<file path="src/rtl/demux_router_pkg.sv">
// Shared definitions for the demux router: mode encoding and default sizing.
package demux_router_pkg;

    // Routing mode: per-beat direct select, or fixed-length blocks dealt round-robin.
    typedef enum logic {
        MODE_DIRECT = 1'b0,
        MODE_BLOCK  = 1'b1
    } mode_e;

    localparam int DEF_DATA_W    = 136;
    localparam int DEF_N_OUT     = 4;
    localparam int DEF_BURST_LEN = 64;

endpackage

</file>
<file path="src/rtl/demux_slot.sv">
// One output channel register: a single valid bit plus data word.
// Handshake: a word moves downstream when out_valid && out_ready are both high
// in the same cycle; the slot can take a new word (slot_ready) when it is empty
// or being drained this cycle.
module demux_slot
    import demux_router_pkg::*;
#(
    parameter int DATA_W = DEF_DATA_W
) (
    input  logic              clk,
    input  logic              rst,
    input  logic              fill,
    input  logic [DATA_W-1:0] fill_data,
    input  logic              out_ready,
    output logic              out_valid,
    output logic [DATA_W-1:0] out_data,
    output logic              slot_ready
);

    logic              valid_q;
    logic [DATA_W-1:0] data_q;

    // Slot can accept when empty or when the current word leaves this cycle.
    always_comb begin
        slot_ready = !valid_q || out_ready;
        out_valid  = valid_q;
        out_data   = data_q;
    end

    // Fill has priority over drain so a simultaneous drain+fill keeps valid high;
    // an emptied slot returns to the all-zero idle word.
    always_ff @(posedge clk) begin
        if (rst) begin
            valid_q <= 1'b0;
            data_q  <= '0;
        end else if (fill) begin
            valid_q <= 1'b1;
            data_q  <= fill_data;
        end else if (valid_q && out_ready) begin
            valid_q <= 1'b0;
            data_q  <= '0;
        end
    end

endmodule

</file>
<file path="src/rtl/demux_router.sv">
// Demultiplexing router: steers each accepted input beat to one of N_OUT
// output slots, either by direct select or in round-robin blocks of BURST_LEN.
// Input handshake: a beat transfers when in_valid && in_ready; in_ready follows
// only the target slot's readiness and is low during reset and flush.
module demux_router
    import demux_router_pkg::*;
#(
    parameter  int DATA_W    = DEF_DATA_W,
    parameter  int N_OUT     = DEF_N_OUT,
    parameter  int BURST_LEN = DEF_BURST_LEN,
    localparam int SEL_W     = $clog2(N_OUT),
    localparam int CNT_W     = $clog2(BURST_LEN + 1)
) (
    input  logic                    clk,
    input  logic                    rst,
    input  logic                    mode,
    input  logic [SEL_W-1:0]        sel,
    input  logic                    flush,
    input  logic                    in_valid,
    output logic                    in_ready,
    input  logic [DATA_W-1:0]       in_data,
    output logic [N_OUT-1:0]        out_valid,
    input  logic [N_OUT-1:0]        out_ready,
    output logic [N_OUT*DATA_W-1:0] out_data,
    output logic [SEL_W-1:0]        cur_ch,
    output logic [CNT_W-1:0]        beat_cnt,
    output logic                    sel_err
);

    localparam logic [CNT_W-1:0] LAST_BEAT = CNT_W'(BURST_LEN - 1);
    localparam logic [SEL_W-1:0] LAST_CH   = SEL_W'(N_OUT - 1);

    mode_e             mode_lat;
    mode_e             eff_mode;
    logic [SEL_W-1:0]  ch_ptr;
    logic [CNT_W-1:0]  cnt;
    logic [SEL_W-1:0]  tgt;
    logic              sel_oor;
    logic              sel_in_range;
    logic              tgt_ready;
    logic              accept;
    logic [N_OUT-1:0]  slot_ready;
    logic [N_OUT-1:0]  fill;

    // Target selection, input handshake and per-slot fill strobes.
    always_comb begin
        eff_mode     = (cnt == '0) ? mode_e'(mode) : mode_lat;
        sel_in_range = int'(sel) < N_OUT;
        sel_oor      = (eff_mode == MODE_DIRECT) && !sel_in_range;
        tgt          = (eff_mode == MODE_BLOCK) ? ch_ptr : sel;
        tgt_ready    = 1'b0;
        for (int k = 0; k < N_OUT; k++) begin
            if (int'(tgt) == k) tgt_ready = slot_ready[k];
        end
        in_ready = !rst && !flush && (sel_oor || tgt_ready);
        accept   = in_valid && in_ready;
        sel_err  = accept && sel_oor;
        for (int k = 0; k < N_OUT; k++) begin
            fill[k] = accept && !sel_oor && (int'(tgt) == k);
        end
        cur_ch   = rst ? '0 : tgt;
        beat_cnt = cnt;
    end

    // Channel pointer, beat counter and mode latch; a block in progress pins the mode.
    always_ff @(posedge clk) begin
        if (rst) begin
            mode_lat <= MODE_DIRECT;
            cnt      <= '0;
            ch_ptr   <= '0;
        end else if (flush) begin
            mode_lat <= eff_mode;
            cnt      <= '0;
            ch_ptr   <= sel_in_range ? sel : '0;
        end else begin
            mode_lat <= eff_mode;
            if (accept && eff_mode == MODE_BLOCK) begin
                if (cnt == LAST_BEAT) begin
                    cnt    <= '0;
                    ch_ptr <= (ch_ptr == LAST_CH) ? '0 : ch_ptr + SEL_W'(1);
                end else begin
                    cnt <= cnt + CNT_W'(1);
                end
            end
        end
    end

    for (genvar k = 0; k < N_OUT; k++) begin : g_slot
        demux_slot #(
            .DATA_W(DATA_W)
        ) u_slot (
            .clk       (clk),
            .rst       (rst),
            .fill      (fill[k]),
            .fill_data (in_data),
            .out_ready (out_ready[k]),
            .out_valid (out_valid[k]),
            .out_data  (out_data[k*DATA_W +: DATA_W]),
            .slot_ready(slot_ready[k])
        );
    end

endmodule

</file>
<file path="config.mk">
export PLATFORM = sky130hd
export DESIGN_NAME = demux_router
export DESIGN_NICKNAME = d
export VERILOG_FILES = /design/src/rtl/demux_router_pkg.sv /design/src/rtl/demux_slot.sv /design/src/rtl/demux_router.sv
export SDC_FILE = /design/constraint.sdc
export NUM_CORES = 1
export LEC_CHECK = 0
export CORE_AREA = 4 4 274 276
export DETAILED_ROUTE_END_ITERATION = 6
export DIE_AREA = 0 0 278 280
export PLACE_DENSITY = 0.63
export SLEW_MARGIN = 20
export SYNTH_ARGS = -nofsm -noshare
export SYNTH_HDL_FRONTEND = slang
export SYNTH_HIERARCHICAL = 1
export SYNTH_SLANG_ARGS = --single-unit
</file>
<file path="constraint.sdc">
create_clock -name clk -period 3.5 [get_ports clk]
set_input_delay 0.7 -clock clk [delete_from_list [all_inputs] [get_ports clk]]
set_output_delay 0.7 -clock clk [all_outputs]
set_load 0.01 [all_outputs]
</file>
==> impl_metrics.toml <==
[run_status]
outcome = "completed"

[timing]
fmax_mhz = 297
rsz0062_at_grt = "false"
period_minus_slack_ns = 3.37
drv_slew = 0
setup_violations = 0
skew_ns = 0.0174
setup-tns-final_ns = 0
slew_headroom_pct = 27.0
fin_crit_sh_pct = 96.2
tightest_slew_ns = 1.10
hold_viol = 0

[floorplanning]
ioPinCount = 706
die_x_um = 278
initial_core_util_pct = 29.3
die_area_mm2 = 0.0778
die_h_um = 280
core_mm2 = 0.0726
rows = 99

[worst_setup_path]
endpoint_kind = "output pin"
worstPathRequired_ns = 2.80
cp-start-kind = "input port"
path_max_fanout = 4
crit_type = "input port to output pin"
cp.arrival_ns = 2.67

[run]
maxCapViolations = 0

[synthesis]
netlist_area_mm2 = 0.0212
syn_nets = 2707
yosys_register_bits = 558
async_flop_share_pct = 0
ys_seq_area_share_pct = 52.6
avgSynthCellArea_um2 = 8.31
synthFlopType = "dfxtp_1"
yosys_warnings = 6
postSynthCellCount = 2557
synth_edf_count = 0
yosysUniqueCellTypes = 50

[layout]
fin_nets = 3305
fillCellCount = 7253
area_delta_synth_final_pct = 46.6
drive_gt1_share_pct = 8.68

[placement]
port-buffer-count = 704
dp_hpwl_um = 60600
gp_congestion = 0.857

[power]
pwr-share-comb_pct = 7.1
internal_power_mw = 10.7
clkPwrFrac_pct = 46.6
powerDensity_mw_per_mm2 = 450
swShare_pct = 23.7
switchingPower_mw = 3.33
p_leak_nw = 9.95
totalPowerFinal_mw = 14.0
vdd_drop_max_v = 0.000386
seq_power_share_pct = 46.3

[route]
drc = 0
drtAntennaViolNets = 0
routed_wl_um = 90200
viasPerCell = 5.10
first_iter_violations = 1795
first_pass_iters = 5
wire_per_inst_um = 21.7
vias = 21200

[grt]
antenna_found_initial = 5
grt_remaining_overflow = 0
grt_use_met3_pct = 4.72
grt_first_pass_wirelength_um = 132000
grt_usage_pct = 21.7
grt-busiest-layer = "met2"
grt_pass1_vias = 19900
grt_util_met2_pct = 35.6
grt_max_degree = 186
use_met1_pct = 27.5

[clock_tree]
numCtsBuffers = 61
clock_latency_ns = 0.62
cts_root_buffer = "clkbuf_16"
ctsHoldBuffers = 0
cts_sinks = 558
clockBufferDepth = 3
path_clk_slew_ns = 0.06
h-tree-depth = 2
cts_tree = "built"

[hold_path]
hold_path_class = "input port to flip-flop"
[synth_stat cells, types with 6 or more instances]
cell / count / area share (%)
a21oi_2: 40 / 1.6
buf_2: 138 / 3.3
dfxtp_1: 558 / 53
buf_1: 9 / 0.16
nand3_2: 40 / 1.9
inv_1: 10 / 0.18
clkbuf_1: 41 / 0.72
buf_6: 25 / 1.3
nand3_1: 514 / 12
nor2_1: 6 / 0.11
nand2b_1: 8 / 0.24
buf_4: 29 / 1.0
nand2_1: 558 / 9.9
a21oi_1: 513 / 12
[metal layers]
| layer | up-vias | wire (um) | part of all wire, % |
|---|---|---|---|
| met5 | - | 0 | 0 |
| met1 | 10200 | 36600 | 41 |
| li1 | 9948 | - | - |
| met3 | 194 | 6360 | 7.0 |
| met2 | 861 | 42800 | 47 |
| met4 | 0 | 4550 | 5.0 |
[metrics by stage]
stage	util (%)	hold WS [ns]	setup WS, ns	cells	instance area (um2)
after detailed placement	40.0	0.455	-0.267	4049	29100
final	42.9	0.359	0.134	4166	31100
after global placement	40.0	0.449	-0.325	4049	29100
after CTS	42.9	0.324	0.0328	4161	31100
after floorplan	-	0.488	0.807	2557	21200
after global routing	42.9	0.341	0.0246	4165	31100
[flip-flops by register name, summed over array words and instances, names as in the netlist]
| name | count |
|---|---|
| ch_ptr | 2 |
| beat_cnt | 7 |
| g_slot.u_slot/out_valid | 4 |
| mode_lat | 1 |
| g_slot.u_slot/out_data | 544 |
[kinds of logic after synthesis]
kind of cell | Yosys count | share of synthesized area, %
buffers and inverters | 252 | 6.66
adder cells (fa/ha/maj) | 3 | 0.177
flip-flops | 558 | 52.6
other | 1 | 0.0177
AND/OR/NAND/NOR | 1160 | 25.5
multiplexers | 1 | 0.0471
AO/OA/AOI/OAI | 582 | 15.0
[placed cells by master (no fill, tap or decap), types with 6 or more instances in the layout]
master and count:
a21oi_1 513, nand2b_1 8, nand2_1 558, buf_12 28
buf_4 45, clkinv_2 14, clkbuf_16 62, clkbuf_1 12
inv_1 6, nor2_1 6, nand3_1 514, dfxtp_1 558
clkbuf_8 18, nand3_2 40, a21oi_2 40, clkdlybuf4s50_1 700
[worst max-delay path, cell delays in order]
cell and delay (ns):
clkdlybuf4s50_1 0.58, nand2b_1 0.24, buf_4 0.15, nand3_1 0.08, a22o_1 0.23, nand2_2 0.09, nor3_4 0.06, nor3_2 0.23
dlygate4sd2_1 0.31
[cell type report]
type                    count  area [um2]  area share, %
clock inverters            20         193          0.619
diodes                      3        7.51         0.0241
flip-flops and latches    558       11200           35.9
clock buffers              92        1840           5.92
repair buffers            777        7950           25.5
well taps                 959        1200           3.85
multi-input cells        1747        8730           28.0
inverters                  10        50.0          0.161
[path summary, 6_finish.rpt]
path	cells after the start	endpoint	startpoint	slack [ns]
setup / recovery	9	in_ready	out_ready[3]	0.13
hold / removal	3	ch_ptr[0]	rst	0.36
setup reg to reg	9	g_slot[1].u_slot/out_data[47]	beat_cnt[6]	0.68
hold reg to reg	2	g_slot[2].u_slot/out_data[134]	g_slot[2].u_slot/out_data[134]	0.46
[power groups by stage]
stage          clock [mW]  sequential [mW]  combinational, mW
5_1_grt              6.91             6.50               1.05
6_report             6.53             6.49              0.992
2_1_floorplan           0             6.66              0.336
3_5_place_dp            0             6.63              0.988
4_1_cts              6.66             6.49              0.992
3_3_place_gp            0             6.63              0.990
[repair_timing]
action	in CTS	in global routing
setup endpoints to repair	3	1
pin swaps	0	1
setup buffers	0	2
resized for setup	7	1
No activity file was read; power rests on OpenSTA's default activity.
